===== config.mk =====
export PLATFORM = sky130hd
export DESIGN_NAME = tcdm_read_streamer
export DESIGN_NICKNAME = d
export VERILOG_FILES = /design/src/rtl/tcdm_streamer_pkg.sv /design/src/rtl/tcdm_stream_fifo.sv /design/src/rtl/tcdm_read_streamer.sv
export SDC_FILE = /design/constraint.sdc
export NUM_CORES = 1
export LEC_CHECK = 0
export BUFFER_PORTS_ARGS = -buffer_cell sky130_fd_sc_hd__buf_2
export CAP_MARGIN = 20
export CORE_ASPECT_RATIO = 2
export CORE_MARGIN = 8
export CORE_UTILIZATION = 52
export CTS_CLUSTER_SIZE = 12
export DETAILED_ROUTE_END_ITERATION = 10
export GPL_TIMING_DRIVEN = 0
export PLACE_DENSITY = 0.77
export SYNTH_ARGS = -nofsm -noshare
export SYNTH_HDL_FRONTEND = slang
export SYNTH_SLANG_ARGS = --single-unit

===== constraint.sdc =====
create_clock -name clk_i -period 3.1 [get_ports clk_i]
set_input_delay 0 -clock clk_i [delete_from_list [all_inputs] [get_ports clk_i]]
set_output_delay 0 -clock clk_i [all_outputs]
set_load 0.02 [all_outputs]

===== src/rtl/tcdm_streamer_pkg.sv =====
// rtl/tcdm_streamer_pkg.sv - shared types for the TCDM read streamer
package tcdm_streamer_pkg;

  localparam int unsigned DEF_ADDR_W = 32;
  localparam int unsigned DEF_DATA_W = 32;
  localparam int unsigned DEF_LEN_W  = 16;
  localparam int unsigned BE_W       = DEF_DATA_W / 8;

  typedef enum logic [1:0] {
    IDLE,
    RUN,
    DRAIN,
    DONE
  } state_e;

  typedef struct packed {
    logic [DEF_ADDR_W-1:0] base;
    logic [DEF_ADDR_W-1:0] stride;
    logic [DEF_LEN_W-1:0]  len;
  } ctrl_t;

endpackage


===== src/rtl/tcdm_stream_fifo.sv =====
// rtl/tcdm_stream_fifo.sv - response buffer, registered head, no push-to-pop bypass
module tcdm_stream_fifo
  import tcdm_streamer_pkg::*;
#(
  parameter int unsigned DEPTH  = 4,
  parameter int unsigned DATA_W = 32
) (
  input  logic                     clk_i,
  input  logic                     clear_i,
  input  logic                     push_i,
  input  logic [DATA_W-1:0]        data_i,
  input  logic                     pop_i,
  output logic [DATA_W-1:0]        data_o,
  output logic                     full_o,
  output logic                     empty_o,
  output logic [$clog2(DEPTH):0]   count_o
);

  localparam int unsigned PTR_W = $clog2(DEPTH);

  logic [DATA_W-1:0] mem_q [DEPTH];
  logic [PTR_W-1:0]  wr_ptr_q, rd_ptr_q;
  logic [PTR_W:0]    count_q;
  logic              do_push, do_pop;

  assign empty_o = (count_q == '0);
  assign full_o  = (count_q == (PTR_W+1)'(DEPTH));
  assign do_pop  = pop_i & ~empty_o;
  // A full buffer may still accept when the head leaves in the same cycle.
  assign do_push = push_i & (~full_o | do_pop);
  assign data_o  = mem_q[rd_ptr_q];
  assign count_o = count_q;

  always_ff @(posedge clk_i) begin
    if (clear_i) begin
      wr_ptr_q <= '0;
      rd_ptr_q <= '0;
      count_q  <= '0;
    end else begin
      if (do_push) wr_ptr_q <= wr_ptr_q + PTR_W'(1);
      if (do_pop)  rd_ptr_q <= rd_ptr_q + PTR_W'(1);
      case ({do_push, do_pop})
        2'b10:   count_q <= count_q + (PTR_W+1)'(1);
        2'b01:   count_q <= count_q - (PTR_W+1)'(1);
        default: count_q <= count_q;
      endcase
    end
  end

  always_ff @(posedge clk_i) begin
    if (do_push) mem_q[wr_ptr_q] <= data_i;
  end

endmodule


===== src/rtl/tcdm_read_streamer.sv =====
// rtl/tcdm_read_streamer.sv - strided TCDM read initiator feeding a valid/ready stream
module tcdm_read_streamer
  import tcdm_streamer_pkg::*;
#(
  parameter int unsigned ADDR_W     = 32,
  parameter int unsigned DATA_W     = 32,
  parameter int unsigned LEN_W      = 16,
  parameter int unsigned FIFO_DEPTH = 4
) (
  input  logic                  clk_i,
  input  logic                  rst_i,
  input  logic                  clear_i,
  input  logic                  start_i,
  input  logic [ADDR_W-1:0]     base_addr_i,
  input  logic [ADDR_W-1:0]     stride_i,
  input  logic [LEN_W-1:0]      len_i,
  output logic                  busy_o,
  output logic                  done_o,
  output logic                  tcdm_req_o,
  input  logic                  tcdm_gnt_i,
  output logic [ADDR_W-1:0]     tcdm_add_o,
  output logic                  tcdm_wen_o,
  output logic [DATA_W/8-1:0]   tcdm_be_o,
  output logic [DATA_W-1:0]     tcdm_data_o,
  input  logic [DATA_W-1:0]     tcdm_r_data_i,
  input  logic                  tcdm_r_valid_i,
  output logic                  stream_valid_o,
  input  logic                  stream_ready_i,
  output logic [DATA_W-1:0]     stream_data_o
);

  localparam int unsigned CNT_W = $clog2(FIFO_DEPTH) + 1;

  state_e            state_q, state_d;
  ctrl_t             ctrl_q;
  logic [ADDR_W-1:0] offset_q;
  logic [LEN_W-1:0]  issued_cnt, popped_cnt;
  logic [CNT_W-1:0]  outstanding_q, fifo_count;
  logic [CNT_W:0]    in_use;
  logic              flush, accept_start, grant, resp_push, pop;
  logic              last_grant, last_pop, fifo_full, fifo_empty;

  assign flush        = rst_i | clear_i;
  assign accept_start = (state_q == IDLE) & start_i;

  // Credit only shrinks on a grant, so an asserted request cannot lose
  // its credit before it is granted and req/add stay stable while stalled.
  assign in_use     = {1'b0, outstanding_q} + {1'b0, fifo_count};
  assign tcdm_req_o = (state_q == RUN) && (in_use < (CNT_W+1)'(FIFO_DEPTH));
  assign grant      = tcdm_req_o & tcdm_gnt_i;
  assign resp_push  = tcdm_r_valid_i & (outstanding_q != '0);
  assign pop        = stream_valid_o & stream_ready_i;
  assign last_grant = grant && ((issued_cnt + LEN_W'(1)) == ctrl_q.len);
  assign last_pop   = pop && ((popped_cnt + LEN_W'(1)) == ctrl_q.len);

  assign tcdm_add_o     = ctrl_q.base + offset_q;
  assign tcdm_wen_o     = 1'b1;
  assign tcdm_be_o      = '1;
  assign tcdm_data_o    = '0;
  assign stream_valid_o = ~fifo_empty;
  assign busy_o         = (state_q != IDLE);
  assign done_o         = (state_q == DONE);

  always_ff @(posedge clk_i) begin
    if (flush) begin
      state_q       <= IDLE;
      ctrl_q        <= '0;
      offset_q      <= '0;
      issued_cnt    <= '0;
      popped_cnt    <= '0;
      outstanding_q <= '0;
    end else begin
      state_q <= state_d;
      if (accept_start) begin
        ctrl_q     <= '{base: base_addr_i, stride: stride_i, len: len_i};
        offset_q   <= '0;
        issued_cnt <= '0;
        popped_cnt <= '0;
      end else begin
        if (grant) begin
          offset_q   <= offset_q + ctrl_q.stride;
          issued_cnt <= issued_cnt + LEN_W'(1);
        end
        if (pop) popped_cnt <= popped_cnt + LEN_W'(1);
      end
      if (grant && !resp_push)      outstanding_q <= outstanding_q + CNT_W'(1);
      else if (!grant && resp_push) outstanding_q <= outstanding_q - CNT_W'(1);
    end
  end

  always_comb begin
    state_d = state_q;
    case (state_q)
      IDLE:    if (start_i) state_d = (len_i != '0) ? RUN : DONE;
      RUN:     if (last_grant) state_d = DRAIN;
      DRAIN:   if (last_pop) state_d = DONE;
      DONE:    state_d = IDLE;
      default: state_d = IDLE;
    endcase
  end

  tcdm_stream_fifo #(
    .DEPTH  (FIFO_DEPTH),
    .DATA_W (DATA_W)
  ) u_fifo (
    .clk_i   (clk_i),
    .clear_i (flush),
    .push_i  (resp_push),
    .data_i  (tcdm_r_data_i),
    .pop_i   (pop),
    .data_o  (stream_data_o),
    .full_o  (fifo_full),
    .empty_o (fifo_empty),
    .count_o (fifo_count)
  );

  a_no_overflow : assert property (@(posedge clk_i) disable iff (flush)
    !(resp_push && fifo_full && !pop));

endmodule

; After elaboration in Yosys (flattened, before gate mapping)
; Memory sizes are Yosys's and may differ from the RTL's. A register that Yosys moved wholly into a read port is not among the register bits.
; Cells that the tools add are included.
[totals]
reg_bits = 156
mem_bits_rw = 128
output_inout_bits = 105
n_memories = 1
[classes]
addsub = 11
n_lt_le_gt_ge = 1
eq_ne = 11
muxes = 12
bitwise = 10
n_reduce_logical = 16
[mem_list]
columns = memory, words, width, read_ports, rd_ports_with_merged_regs, wr, line
row1 = u_fifo.mem_q, 4, 32, 1, 1, 1, tcdm_stream_fifo.sv:21  ; logic [DATA_W-1:0] mem_q [DEPTH];
[op_table]
columns = op, count
row1 = 32-bit adder, 2
row2 = "16-bit by 1-bit adder with 16-bit output, second input constant", 2
row3 = 16-bit equality test, 2
row4 = 16-bit nonzero test, 1
row5 = 2-bit 2-to-1 mux, 6
row6 = 2-bit one-hot mux with 4 select lines, 1
row7 = "3-bit by 1-bit adder with 3-bit output, second input constant", 2
row8 = 1-bit AND, 6
row9 = "2-bit equality test, second input constant", 3
row10 = 3-bit 2-to-1 mux, 2
row11 = "2-bit inequality test, second input constant", 3
row12 = 3-bit one-hot mux with 2 select lines, 1
row13 = 2-bit nonzero test, 3
row14 = "3-bit by 1-bit subtractor with 3-bit output, second input constant", 2
row15 = 1-bit logical AND, 5
row16 = "2-bit by 1-bit adder with 2-bit output, second input constant", 2
row17 = 3-bit by 3-bit adder with 4-bit output, 1
row18 = "2-bit by 1-bit equality test with 1-bit output, second input constant", 2
row19 = "4-bit by 3-bit less-than comparator with 1-bit output, second input constant", 1
row20 = "3-bit equality test, second input constant", 1
row21 = 3-bit logical NOT, 1
row22 = 3-bit AND reduction, 1
row23 = 3-bit nonzero test, 1
row24 = 1-bit logical NOT, 2
row25 = 5 further kinds, 8

; Depth between registers and ports, before layout
; Gate-level depths: netlist of the first run.
[logic_depth]
ltp_word = 8
mapped_depth = 14
depth_no_buf = 13

; Hierarchy
; Synthesis of the first run repeated with hierarchy kept, for this count alone.
[hier_totals]
cells_unflattened = 1484
area_unflattened_um2 = 14821.7
[modules_own_cells]
columns = mod, n_inst, cells_per_inst, area_per_inst_um2
row1 = tcdm_read_streamer, 1, 1258, 9678.0
row2 = tcdm_stream_fifo, 1, 226, 5143.7

; Worst setup path before layout of the first run
; OpenSTA, ideal clock, no wires.
[synth_path]
path_type = reg-to-reg
start = register outstanding_q[2]
end = register outstanding_q[2]
setup_time_ns = 0.071
arrival_time_ns = 3.111
required_time_ns = 3.029
slack_ns = -0.082
stages_incl_launch_ff = 14
path_buffers = 2
period_less_slack_ns = 3.182
cell_sequence = dfxtp_1 > ha_1 > nor4b_1 > and2_1 > nand2_1 > inv_1 > clkbuf_1 > clkbuf_1 > ha_1 > inv_1 > fa_1 > xor2_1 > or3_1 > a21oi_1
[synth_via]
elab_chain_len = 7
word_cells_on_any_way = 15
[synth_lines]
columns = element, line
row1 = from (decl), tcdm_read_streamer.sv:38  ; logic [CNT_W-1:0] outstanding_q, fifo_count;
row2 = from (signal assigned), tcdm_read_streamer.sv:86  ; if (grant && !resp_push) outstanding_q <= outstanding_q + CNT_W'(1);
row3 = from (signal assigned), tcdm_read_streamer.sv:87  ; else if (!grant && resp_push) outstanding_q <= outstanding_q - CNT_W'(1);
row4 = 3-bit by 3-bit adder with 4-bit output *, tcdm_read_streamer.sv:48  ; assign in_use = {1'b0, outstanding_q} + {1'b0, fifo_count};
row5 = 4-bit by 3-bit less-than comparator with 1-bit output *, tcdm_read_streamer.sv:49  ; assign tcdm_req_o = (state_q == RUN) && (in_use < (CNT_W+1)'(FIFO_DEPTH));
row6 = 1-bit logical AND *, tcdm_read_streamer.sv:49
row7 = named net tcdm_req_o, tcdm_read_streamer.sv:19  ; output logic tcdm_req_o,
row8 = 1-bit AND *, tcdm_read_streamer.sv:50  ; assign grant = tcdm_req_o & tcdm_gnt_i;
row9 = named net grant, tcdm_read_streamer.sv:40  ; logic flush, accept_start, grant, resp_push, pop;
row10 = 1-bit logical NOT, tcdm_read_streamer.sv:87
row11 = 1-bit logical AND, tcdm_read_streamer.sv:87
row12 = 2-bit nonzero test (no line), n/a
; Mark *: on every way through the listed nets, which the timed path passes. The rest lies on a longest branch. The select of a mux whose other input is x is not followed.
; A chain may end at the register's enable or synchronous reset.

; Worst setup path after layout of the first run
[layout_path]
start = register offset_q[0]
end = output port tcdm_add_o[30]
[layout_via]
elab_chain_len = 1
[layout_lines]
columns = element, line
row1 = from (decl), tcdm_read_streamer.sv:36  ; logic [ADDR_W-1:0] offset_q;
row2 = from (signal assigned), tcdm_read_streamer.sv:81  ; offset_q <= offset_q + ctrl_q.stride;
row3 = 32-bit adder, tcdm_read_streamer.sv:56  ; assign tcdm_add_o = ctrl_q.base + offset_q;
row4 = to (decl), tcdm_read_streamer.sv:21  ; output logic [ADDR_W-1:0] tcdm_add_o,
; Every way passes these cells.

==> summary.md, run 1 <==
Summed over all cells, the static leakage comes to 7.46 nW. Hold timing on the final database bottoms out at a slack of 0.0841 ns. Most common flop cell mapped by yosys: sky130_fd_sc_hd__dfxtp_1.

The post-synthesis async set-or-reset flop share works out to 0. The cell that appears most often on the critical path is sky130_fd_sc_hd__o21ai_2. The transition time of the tightest slew-check pin is 0.935 ns, and the number of warning messages in the yosys log is 0.

The number of sinks on the clock net came out at 286. The tools report the part of the total power dissipated in the clock network as 0.394. TritonCTS built the clock tree. Cell type with the largest total area after synthesis: sky130_fd_sc_hd__edfxtp_1. Setup repair after global routing could not meet its margin everywhere.

The shortest clock period the worst path allows after layout is 3.48 ns. Across all layers, the routed design uses 12430 vias. The final weighted congestion in routability-driven placement was 0.902. The tools report the area of all sequential standard cells as 7020 sq um. On the worst path, the slowest cell contributes a delay of 0.39 ns. The run gives 0.400 mV as the maximum VDD drop. In this run, synthesis inferred 128 flip-flops with an integrated enable. The area of all placed cells without fillers is 18800 sq um. The logs give 16500 sq um for the area of placed instances and 0.12 ns for the minimum setup slack among reg-to-reg paths. The detail route stage leaves a number of antenna-violating nets equal to 0. Total power per unit cell area: 430 nW/um^2. The number of cells on the worst reg-to-reg path is 13. The number of buffers added on ports came out at 186.

The flow ran to the end, but the final reports show violations. After detailed routing, the average wire length per cell comes to 17.4 um. The tools report the minimum setup slack after placement as -0.655 ns. The tools report the number of nets in the layout as 2084.

The starting utilization of the core area was 0.523; the floorplan core area was 28600 sq um. The run gives 0.377 as the relative slew slack. STA classifies the critical path startpoint as a flop. The chip width was 136 um; the setup slack after layout was -0.383 ns.

The run gives 1.93 mW as the net switching power. The top fanout value on the critical path works out to 3. The run gives 15000 sq um as the cell area after technology mapping. The die is 256 um tall. The starting DRC count in detailed routing is 769. Sorting the synthesized cells by area gives the leading types as sky130_fd_sc_hd__edfxtp_1, sky130_fd_sc_hd__dfxtp_1, sky130_fd_sc_hd__ha_1. The first global-routing pass estimated 62000 um of wire. The worst setup path is captured at an output pin. After clock tree synthesis, the clock-pin slew on the worst setup and hold paths is 0.06 ns.

The worst hold endpoint is outstanding_q[0]. For this design the top-level I/O count stands at 224. In this run, CTS created clock tree buffers numbering 28. Among all cell types in the netlist, the one instantiated most often is sky130_fd_sc_hd__nand2_1. After filler insertion, the fill cell instance count of the layout stands at 2245. The worst hold path was traced through 5 stages. In the routed design, unresolved DRC markers number 0. In this run, synthesis produced a sequential element count of 286. The tools report the share of total power in combinational logic as 0.106.

The number of iterations in the first detailed-routing pass was 5. The period utilization is 1.12, and the number of antenna violations at the first check in global routing is 1. Global routing usage summed across all routing layers: 0.219. The internal power of the cells totals 6.16 mW. For the number of unique standard cell types used by synthesis, the log shows 81. For the total wire length after detailed routing, the log shows 39400 um.

Compared with the post-synthesis result, the final layout area differs by 25.7%. Max-cap violations in this run came to 0. Between clock sinks in the finished design, the worst skew comes to 0.0103 ns. Reg-to-reg endpoint: outstanding_q[2]. The share of cells above drive strength 1 is 0.199. The worst register-to-register path begins at outstanding_q[2].

The mean area per synthesized cell came out at 9.89 sq um. The share of power burned in registers is 0.500. For the synthesized netlist cell count, the log shows 1512. Entering global routing, the biggest net connects 33 pins. Global routing finished with a remaining overflow of 0. STA puts the critical path data required time at 3.10 ns.

The switching share of total power was 0.239. The maximum level of the CTS H-tree was 1. Count of final max-slew check failures: 0.

Derived from the worst setup path, the maximum achievable clock frequency is 287 MHz. The tools report the via count of the first global-routing pass as 12347. Category of the critical setup timing path: reg2out. Counting instances in the post-synthesis netlist gives the leading cell types as sky130_fd_sc_hd__nand2_1, sky130_fd_sc_hd__a21oi_1, sky130_fd_sc_hd__dfxtp_1. The post-detailed-route via-to-cell ratio was 5.49.

Detailed placement finished with a half-perimeter wire length of 26400 um. Setup violations remaining at the end of the flow were counted as 9. The final-report hold violation count is 0. The deepest clock path buffer count is 3. The path class of the tightest hold or removal check is in2reg. The tools report the sequential share of the synthesized area as 0.468.

The final reports fail on negative setup slack. The area share of the largest cell type after synthesis is 0.257, and the area occupied by multi-input gates is 7590 sq um. The clock latency reported for the late side of the worst-skew pair is 0.56 ns.

The slowest stage of the critical path belongs to the cell sky130_fd_sc_hd__a221o_1. Walking the worst path, the cells encountered are ha_4 > fa_2 > a211oi_2 > o21ai_2 > a32oi_1 > o21ai_2 > a221o_1 > a311o_1 > a21oi_1 > o21ai_1 > xor2_1 > buf_4. The startpoint identified for the worst hold timing path is tcdm_r_valid_i.

The floorplan has 88 rows. The data arrival at the endpoint of the critical path is 3.48 ns. The tree is rooted in a sky130_fd_sc_hd__clkbuf_16. The overall die area came out at 34800 sq um.
==> flip-flops by register name, indices dropped and copies added (netlist names), named ones only <==
register and cells:
ctrl_q 80, u_fifo.mem_q 128, popped_cnt 16, outstanding_q 3
u_fifo.wr_ptr_q 2, u_fifo.rd_ptr_q 2, offset_q 32, issued_cnt 16
u_fifo.count_o 3, state_q 2
==> worst max path at each step <==
stage,start,end,slack [ns],cells past startpoint
6_report,offset_q[0],tcdm_add_o[30],-0.38,12
3_5_place_dp,state_q[1],outstanding_q[2],-0.66,14
2_1_floorplan,outstanding_q[2],outstanding_q[2],0.01,13
4_1_cts,ctrl_q[48],tcdm_add_o[30],-0.47,12
3_3_place_gp,state_q[1],outstanding_q[2],-0.58,14
5_1_grt,ctrl_q[48],tcdm_add_o[30],-0.45,12
==> cells by family (layout without fill, tap and decap cells) <==
| kind of cell | after synthesis | after routing | synth area share |
|---|---|---|---|
| xor gates and xnor gates | 110 | 110 | 0.0644 |
| buffers and inverters | 141 | 497 | 0.0463 |
| AOI/OAI and AO/OA | 339 | 339 | 0.138 |
| muxes | 42 | 42 | 0.0550 |
| other | 2 | 38 | 0.000502 |
| DFF | 286 | 286 | 0.468 |
| and+or+nand+nor | 512 | 512 | 0.159 |
| adders and majority gates | 80 | 80 | 0.0689 |
==> power groups by stage <==
stage	Combinational (mW)	Sequential [mW]	Clock, mW
2_1_floorplan	0.466	4.11	0
3_3_place_gp	0.694	4.12	0
3_5_place_dp	0.706	4.13	0
4_1_cts	0.833	4.05	3.22
5_1_grt	0.930	4.05	3.39
6_report	0.858	4.05	3.18
==> area by class of cell <==
type | count | area share
Multi-Input combinational cell | 1120 | 0.404
Sequential cell | 286 | 0.373
Timing Repair Buffer | 312 | 0.117
Clock buffer | 45 | 0.0412
Buffer | 108 | 0.0313
Tap cell | 360 | 0.0240
Inverter | 29 | 0.00592
Clock inverter | 3 | 0.00346
Antenna cell | 1 | 0.000133
==> worst max-delay path, delay by kind of cell (launching register included) <==
family | cells | cell delay [ns]
compound gates | 8 | 1.70
buf+inv | 1 | 0.16
flops | 1 | 0.35
xor+xnor | 1 | 0.14
fa+ha+maj | 2 | 0.57
==> cells in the final DEF, fill, tap and decap left out, types with 8 or more instances in the layout <==
| cell | Yosys | final |
|---|---|---|
| sky130_fd_sc_hd__a21o_1 | 32 | 32 |
| sky130_fd_sc_hd__mux2i_1 | 8 | 8 |
| sky130_fd_sc_hd__o21bai_1 | 12 | 12 |
| sky130_fd_sc_hd__nor2_1 | 84 | 84 |
| sky130_fd_sc_hd__a31oi_1 | 9 | 9 |
| sky130_fd_sc_hd__ha_1 | 76 | 69 |
| sky130_fd_sc_hd__nand3_1 | 47 | 47 |
| sky130_fd_sc_hd__edfxtp_1 | 128 | 128 |
| sky130_fd_sc_hd__buf_2 | 6 | 182 |
| sky130_fd_sc_hd__clkbuf_16 | 0 | 28 |
| sky130_fd_sc_hd__o21a_1 | 8 | 8 |
| sky130_fd_sc_hd__dfxtp_1 | 158 | 153 |
| sky130_fd_sc_hd__buf_4 | 41 | 60 |
| sky130_fd_sc_hd__buf_1 | 8 | 8 |
| sky130_fd_sc_hd__nand2_1 | 243 | 242 |
| sky130_fd_sc_hd__a21oi_1 | 167 | 159 |
| sky130_fd_sc_hd__or3_1 | 13 | 13 |
| sky130_fd_sc_hd__a211oi_1 | 16 | 13 |
| sky130_fd_sc_hd__o21ai_0 | 47 | 44 |
| sky130_fd_sc_hd__and3_1 | 18 | 17 |
| sky130_fd_sc_hd__mux4_2 | 32 | 32 |
| sky130_fd_sc_hd__dlygate4sd3_1 | 0 | 115 |
| sky130_fd_sc_hd__a21oi_2 | 1 | 9 |
| sky130_fd_sc_hd__inv_1 | 29 | 27 |
| sky130_fd_sc_hd__nor2b_1 | 9 | 9 |
| sky130_fd_sc_hd__xor2_1 | 44 | 43 |
| sky130_fd_sc_hd__nor3_1 | 23 | 22 |
| sky130_fd_sc_hd__xnor2_1 | 66 | 66 |
| sky130_fd_sc_hd__clkbuf_1 | 55 | 64 |
| sky130_fd_sc_hd__conb_1 | 2 | 37 |
| sky130_fd_sc_hd__nand4_1 | 15 | 15 |
==> per-layer routing <==
layer  track usage  routed length (um)  up-vias
met5             0                   0        -
met4        0.0752                1280        0
met3        0.0299                2020       77
met2         0.391               20100      389
met1         0.261               16100     5852
li1              -                   -     6112
==> per-stage QoR <==
stage	TNS [ns]	util	total power, mW	instances
after floorplan	0	-	4.58	1547
after global placement	-1.43	0.575	4.82	2093
after detailed placement	-1.76	0.576	4.83	2093
after CTS	-3.16	0.651	8.10	2263
after global routing	-2.91	0.657	8.37	2264
final	-1.99	0.657	8.09	2264
==> timing repair <==
action | 4_1_cts | 5_1_grt
setup endpoints to repair | 19 | 21
endpoints found under the hold margin | 215 | 0
pin swaps | 11 | 20
setup buffers | 7 | 5
hold buffers | 115 | 0
resized for setup | 31 | 39
No activity file was read; power rests on OpenSTA's default activity.
==> run 2, diff against run 1 <==
==> constraint.sdc (replaced) <==
create_clock -name clk_i -period 3.1 [get_ports clk_i]
set_input_delay 0.62 -clock clk_i [delete_from_list [all_inputs] [get_ports clk_i]]
set_output_delay 0.62 -clock clk_i [all_outputs]
set_load 0.02 [all_outputs]
==> run 2 against run 1 <==
Compared with the run above: via count is 4.1% lower; critical path depth stayed put; worst hold slack better by 0.20 ns; the run still ends with negative setup slack left; non-clock buffer count is 109 lower; routed wire length is 6.1% lower; sequential share of layout area is 2.3 points higher; power is 2.1% lower; clock power is 1% lower; cell area is 5.7% lower; fmax is 14% lower; combinational power is 15% lower; global-route usage is 1.3 points lower.
==> summary.md, run 2 (synthesis results as in run 1) <==
The run finished, with violations left. The checks that failed: negative setup slack. For the count of non-filler cells in the finished layout, the log shows 2157. The logs give 33 for the maximum number of pins on one net before global-route repair and 17700 sq um for the area of all placed cells without fillers. After layout, the minimum clock period comes to 4.06 ns. The run gives 1 as the maximum level of the CTS H-tree.

Setup repair after global routing could not meet its margin everywhere. For the required time reported for the critical path endpoint, the log shows 2.48 ns. After detailed placement, the design holds a cell count of 2093.

The first TritonRoute pass finished after 5 iterations. From left edge to right edge, the die measures 136 um. For the worst flop-to-flop path, the logic depth is 13. For this run, the post-layout net count is 1975. The cell row count was 88; the floorplan core area was 28600 sq um. Final-report hold violation count: 0.

For this design the ratio of total power to cell area is 447 nW/um^2. After clock tree synthesis, the clock-pin slew on the worst setup and hold paths is 0.06 ns. The tightest min-delay check is of the in2reg type. The first global-routing pass estimated 58800 um of wire. For this run, the top clock speed supported by timing is 246 MHz. In this run the remaining antenna-violating nets after routing total 0.

The top fanout value on the critical path came out at 2. The category of the critical setup timing path was reg2out. The worst setup path is launched from a flop. The tool flagged a number of max-cap violations equal to 0. The logs give 0 for the count of final max-slew check failures and 26500 um for the half-perimeter wire length after detailed placement.

In this run the critical register-to-register path is captured at outstanding_q[2]. The area growth from synthesis to layout is 18.5%. The tools report the clock latency reported for the late side of the worst-skew pair as 0.55 ns. After detailed routing, the total wire length is 37000 um. Period utilization: 1.31. For the number of antenna violations at the first check in global routing, the log shows 3.

The logs give 0.207 for the global routing usage summed across all routing layers and 0 for the number of buffers added to fix hold violations after cts. Cell internal power was estimated by the tool at 6.02 mW. After global routing the overflow that remains totals 0. On the final layout, the worst clock skew is 0.0144 ns.

In this run the count of I/O pins placed on the die edge is 224. After layout, the design draws a total of 7.92 mW. Dividing the detail-routed via count by the number of cells gives 5.52.

The switching share of total power was 0.239; the final standard cell utilization of the core was 0.619. The largest registers in the layout are u_fifo.mem_q (128), ctrl_q (80), offset_q (32). The startpoint identified for the worst register-to-register timing path is outstanding_q[2]. TritonCTS built the clock tree. Setup slack on the worst reg-to-reg path comes out at 0.17 ns. Leading cell type in the layout, fill and taps excluded: sky130_fd_sc_hd__nand2_1. Once placement finished, the instance area stood at 16500 sq um.

The critical path ends at tcdm_add_o[30]. Clock tree synthesis inserted a total of 28 buffers. In the layout the commonest cells are sky130_fd_sc_hd__nand2_1, sky130_fd_sc_hd__buf_2, sky130_fd_sc_hd__a21oi_1.

Part of the total power dissipated in the clock network: 0.397. Setup violations remaining at the end of the flow were counted as 24. The logs give 1.89 mW for the net switching power and -0.960 ns for the setup slack after layout. The tools report the number of sinks on the clock net as 286.

The number of buffers added on ports came out at 186. The run gives 34800 sq um as the overall die area. After the first detailed-routing iteration, the DRC count stood at 628. The routed wirelength normalized by instance count is 17.2 um, and the deepest clock path buffer count is 3. Share of cells above drive strength 1: 0.220.

The library cell used as clock root buffer was sky130_fd_sc_hd__clkbuf_16. Largest register by flop count: u_fifo.mem_q. The logs give 3.44 ns for the data arrival at the endpoint of the critical path and 0.367 mV for the maximum VDD drop.

The tools report the kind of capture point of the worst setup path as an output pin. The register with the most flip-flops in the layout has 128 of them. The share of power burned in registers is 0.511, and the number of cells traversed by the worst hold path is 1. The DRC violations left is 0, and the final weighted congestion in routability-driven placement is 0.896. The via count of the first global-routing pass came out at 11694. The transition time of the tightest slew-check pin came out at 0.905 ns. The start point of the critical path is ctrl_q[48].

Share of total power in combinational logic: 0.093. The relative slew slack was 0.397; the starting utilization of the core area was 0.523. The final route contains 11916 vias. The die is 256 um tall.

Summed over all cells, the static leakage comes to 7.06 nW.
[run 2: cell count changes in the layout (fill, tap and decap cells not counted), moves of 2 or more]
cell / before / now
sky130_fd_sc_hd__ha_4: 5 / 2
sky130_fd_sc_hd__buf_4: 60 / 65
sky130_fd_sc_hd__o21ai_1: 5 / 2
sky130_fd_sc_hd__o21ai_0: 44 / 46
sky130_fd_sc_hd__xnor2_2: 0 / 2
sky130_fd_sc_hd__dfxtp_2: 2 / 5
sky130_fd_sc_hd__xnor2_1: 66 / 64
sky130_fd_sc_hd__buf_1: 8 / 5
sky130_fd_sc_hd__diode_2: 1 / 4
sky130_fd_sc_hd__dfxtp_1: 153 / 151
sky130_fd_sc_hd__ha_1: 69 / 71
sky130_fd_sc_hd__buf_6: 2 / 6
sky130_fd_sc_hd__dlygate4sd3_1: 115 / 0
[run 2: power by group through the flow]
stage          sequential [mW]  clock (mW)  combinational, mW
2_1_floorplan             4.11           0              0.467
3_3_place_gp              4.12           0              0.699
3_5_place_dp              4.13           0              0.711
4_1_cts                   4.04        3.19              0.723
5_1_grt                   4.05        3.33              0.806
6_report                  4.04        3.14              0.733
[run 2: area by class of cell]
type                       instances  area (sq um)
clock buffer                      43           757
clock inverter                     4          56.3
buffer                           108           593
antenna                            4          10.0
fill                            2355         10900
inverter                          29           109
tap                              360           450
sequential                       286          7020
timing repair buffer             203          1110
multi-input combinational       1120          7620
[run 2: timing repair]
item                       4_1_cts  5_1_grt
setup endpoints to repair       57       49
pin swaps                       23       16
buffers inserted                11        9
resized for setup               57       33
[run 2: layer usage]
metal,GRT usage,share of wire
met1,0.259,0.41
met2,0.358,0.51
met3,0.0250,0.053
met4,0.0666,0.025
met5,0,0
[run 2: per-stage QoR]
stage	setup slack, ns	setup TNS (ns)	hold slack, ns
after detailed placement	-0.718	-5.13	0.454
after global routing	-1.07	-16.76	0.264
after global placement	-0.664	-4.83	0.447
final	-0.960	-13.45	0.282
after floorplan	-0.228	-0.292	0.436
after CTS	-1.10	-13.63	0.262
[run 2: critical path, stage by stage (launching register included)]
cell and delay, ns:
sky130_fd_sc_hd__dfxtp_4 0.36, sky130_fd_sc_hd__ha_4 0.17, sky130_fd_sc_hd__fa_2 0.37, sky130_fd_sc_hd__a211oi_4 0.24, sky130_fd_sc_hd__o21ai_2 0.12, sky130_fd_sc_hd__a32oi_2 0.21
sky130_fd_sc_hd__o21ai_2 0.12, sky130_fd_sc_hd__a221o_1 0.39, sky130_fd_sc_hd__a311o_1 0.38, sky130_fd_sc_hd__a21oi_2 0.16, sky130_fd_sc_hd__o21ai_2 0.08, sky130_fd_sc_hd__xor2_2 0.15
sky130_fd_sc_hd__buf_6 0.14
[run 2: worst min-delay path by stage]
stage | start | to | slack (ns)
2_1_floorplan | ctrl_q[47] | ctrl_q[47] | 0.44
3_3_place_gp | ctrl_q[72] | ctrl_q[72] | 0.45
3_5_place_dp | ctrl_q[68] | ctrl_q[68] | 0.45
4_1_cts | tcdm_r_data_i[10] | u_fifo.mem_q[1][10] | 0.26
5_1_grt | tcdm_r_data_i[6] | u_fifo.mem_q[2][6] | 0.26
6_report | tcdm_r_data_i[10] | u_fifo.mem_q[1][10] | 0.28
==> run 3, diff against run 2 <==
BUFFER_PORTS_ARGS = not set   (was -buffer_cell sky130_fd_sc_hd__buf_2)
CORE_UTILIZATION = 55   (was 52)
DONT_BUFFER_PORTS = 1   (was not set)
PLACE_DENSITY = 0.73   (was 0.77)
RECOVER_POWER = 25   (was not set)
SKIP_LAST_GASP = 1   (was not set)
==> run 3 against run 2 <==
Compared with the run above: the flow still finishes with violations (negative setup slack); global-route usage increased by 3.3 points; first-iteration DRC count shrank 13%; combinational power decreased by 13%; routed wire length up 10%; cell count decreased by 8.9%; worst hold slack got worse by 0.13 ns; utilization increased by 2.0 points; sequential power about the same; flip-flop and latch count is the same; count of clock-buffer cells in the layout grew 2; critical endpoint unchanged; largest power group unchanged.
==> summary.md, run 3 (synthesis results as in run 1) <==
Hold repair after CTS inserted 0 buffers. In this run the worst hold path is classified as in2reg. The half-perimeter wire length after detailed placement was 30900 um; the transition time of the tightest slew-check pin was 0.987 ns. In the final layout, the registers with the most flip-flops are u_fifo.mem_q (128), ctrl_q (80), offset_q (32). For the worst setup path, the data required time is 2.48 ns. Data arrives at the worst endpoint at 3.53 ns. The tools report the DRC violations left as 0.

The library cell used most frequently in the layout, excluding fill and tap cells, is sky130_fd_sc_hd__nand2_1. TritonCTS created 28 clock buffers. For the final-report hold violation count, the log shows 0. After the flow finishes, the layout carries non-filler instances totaling 1964.

The die is 249 um tall. The number of cells traversed by the worst hold path was 0; the total met2 wirelength after detailed routing was 22700 um. The worst hold path begins at tcdm_r_data_i[11].

For the maximum level of the CTS H-tree, the log shows 1. The checks that failed: negative setup slack. For the overall die area, the log shows 33000 sq um.

The register with the most flip-flops in the layout has 128 of them. The final layout contains routed wiring with a total length of 40800 um. The relative slew slack is 0.342, and the share of cells above drive strength 1 is 0.160. The number of sinks on the clock net is 286, and the area added between synthesis and finish is 14.5%. The minimum setup slack after placement was -1.05 ns.

TritonCTS built the clock tree. For this run, the detailed router's first-pass iteration total came to 5. The worst flop-to-flop path startpoint was issued_cnt[0]. Routability-driven placement finished with a final weighted congestion of 0.915. The period utilization is 1.34. The stage delay of the slowest cell on the critical path is 0.44 ns, and the number of max-capacitance violations reported is 0. The highest metal layer carrying signal wires in the routed design is met4. In this run the power density over the cells is 458 nW/um^2. The tools report the starting DRC count in detailed routing as 549. For the maximum clock frequency, the log shows 241 MHz. The startpoint type of the worst setup path is a flop. The number of antenna violations at the first check in global routing is 3. After detailed placement, the design holds a cell count of 1895.

The tools report the layout filler cell count as 2214. Of all nets on the critical path, the largest fanout is 4. The clock-pin slew on the worst setup and hold paths works out to 0.06 ns.

The path with the worst hold slack has its endpoint at u_fifo.mem_q[1][11]. During I/O placement, the number of pins put on the boundary was 224. Summing all placed instances gives a cell area of 15600 sq um. The tools report the count of final max-slew check failures as 0. Setup repair after global routing could not meet its margin everywhere. Cell type with the highest occurrence count on the critical path: sky130_fd_sc_hd__o21ai_2. For the count of nets left with antenna violations after detail routing, the log shows 0. The setup slack after layout was -1.05 ns; the final standard cell utilization of the core was 0.639. The tools report the library cell used as clock root buffer as sky130_fd_sc_hd__clkbuf_16.

Summing internal, switching and leakage power gives 7.84 mW. The tools report the global routing usage summed across all routing layers as 0.240. The maximum number of pins on one net before global-route repair is 33.

For this run the aggregate overflow at the end of global routing stands at 0. The run gives 2310 um as the total met3 wirelength after detailed routing. The post-detailed-route via-to-cell ratio was 5.89; the minimum setup slack among reg-to-reg paths was 0.11 ns. The later pin in the worst-skew pair is clocked with a latency of 0.56 ns.

The logs give 6.41 nW for the leakage component of the power and 24 for the final number of setup-violating endpoints. Counting cells, the worst reg-to-reg path comes to 11. The routed layout has 11565 vias.

After floorplanning, the core was divided into 85 placement rows. The chip width works out to 133 um. The kind of capture point of the worst setup path was an output pin. The first global-routing pass estimated 62900 um of wire. For the floorplan core area, the log shows 26800 sq um. The run finished, with violations left. Routed wirelength normalized by instance count: 20.8 um. Ranked by flip-flop count, first place goes to u_fifo.mem_q. Routed metal-1 wirelength: 12900 um. Across the routed clock network, the largest skew measured is 0.00878 ns. The slowest library cell on the worst path is sky130_fd_sc_hd__a221o_2. In this run the critical register-to-register path is captured at state_q[1].

During placement, the flow inserted port buffers numbering 0. Leaving out fill and tap cells, the most frequent cells in the layout are sky130_fd_sc_hd__nand2_1, sky130_fd_sc_hd__a21oi_1, sky130_fd_sc_hd__dfxtp_1. The shortest clock period the worst path allows after layout was 4.15 ns; the area of all placed cells without fillers was 17100 sq um.

Walking the worst path, the cells encountered are ha_4 > fa_2 > a211oi_2 > o21ai_2 > a32oi_1 > o21ai_2 > a221o_2 > a311o_1 > a21oi_2 > o21ai_2 > xor2_4. The via count of the first global-routing pass was 11901. The worst-case IR drop observed on VDD is 0.398 mV. Deepest clock path buffer count: 3. The starting utilization of the core area was 0.558; the number of nets in the layout was 1795. The worst setup path is of the reg2out kind.
run 3: how the worst max path moves through the flow:
stage	end	depth (start not counted)	from	slack [ns]
after floorplan	tcdm_add_o[30]	11	ctrl_q[48]	-0.23
after global placement	outstanding_q[2]	14	state_q[1]	-0.96
after detailed placement	outstanding_q[2]	14	state_q[1]	-1.05
after CTS	tcdm_add_o[30]	11	ctrl_q[48]	-1.18
after global routing	tcdm_add_o[30]	11	ctrl_q[48]	-1.13
final	tcdm_add_o[30]	11	ctrl_q[48]	-1.05
run 3: final cells by class:
class / instances / area [sq um] / area share
plain buffers: 109 / 642 / 0.0375
well taps: 348 / 435 / 0.0254
flip-flops and latches: 286 / 7030 / 0.411
diodes: 3 / 7.51 / 0.000438
repair buffers: 22 / 173 / 0.0101
inverters: 29 / 114 / 0.00665
multi-input cells: 1120 / 7900 / 0.461
clock inverters: 2 / 10.0 / 0.000584
clock buffers: 45 / 816 / 0.0476
run 3: timing repair:
item	in CTS	in global routing
gates resized for setup	81	48
endpoints found under the setup margin	68	31
buffers inserted	8	17
cloned	0	0
pin swaps	30	37
run 3: worst max-delay path, delay by kind of cell (launching register included):
kind	cells	cell delay [ns]
AO/OA/AOI/OAI	8	1.83
flip-flops	1	0.38
XOR/XNOR	1	0.24
adder cells (fa/ha/maj)	2	0.52
run 3: metrics by stage:
stage / TNS [ns] / hold WS, ns
after detailed placement: -8.89 / 0.452
after global routing: -16.26 / 0.139
after global placement: -8.27 / 0.447
after floorplan: -0.292 / 0.436
final: -13.50 / 0.156
after CTS: -14.08 / 0.137
run 3: layer usage:
| layer | up-vias | global-route usage |
|---|---|---|
| li1 | 5519 | - |
| met1 | 5496 | 0.214 |
| met2 | 396 | 0.460 |
| met3 | 154 | 0.0493 |
| met4 | 0 | 0.171 |
| met5 | - | 0 |
run 3: report_power, final:
group          switching [mW]  total [mW]  internal (mW)  leakage [nW]
clock network            1.38        3.16           1.78         0.402
registers              0.0453        4.05           4.00          2.44
logic                   0.430       0.638          0.208          3.57
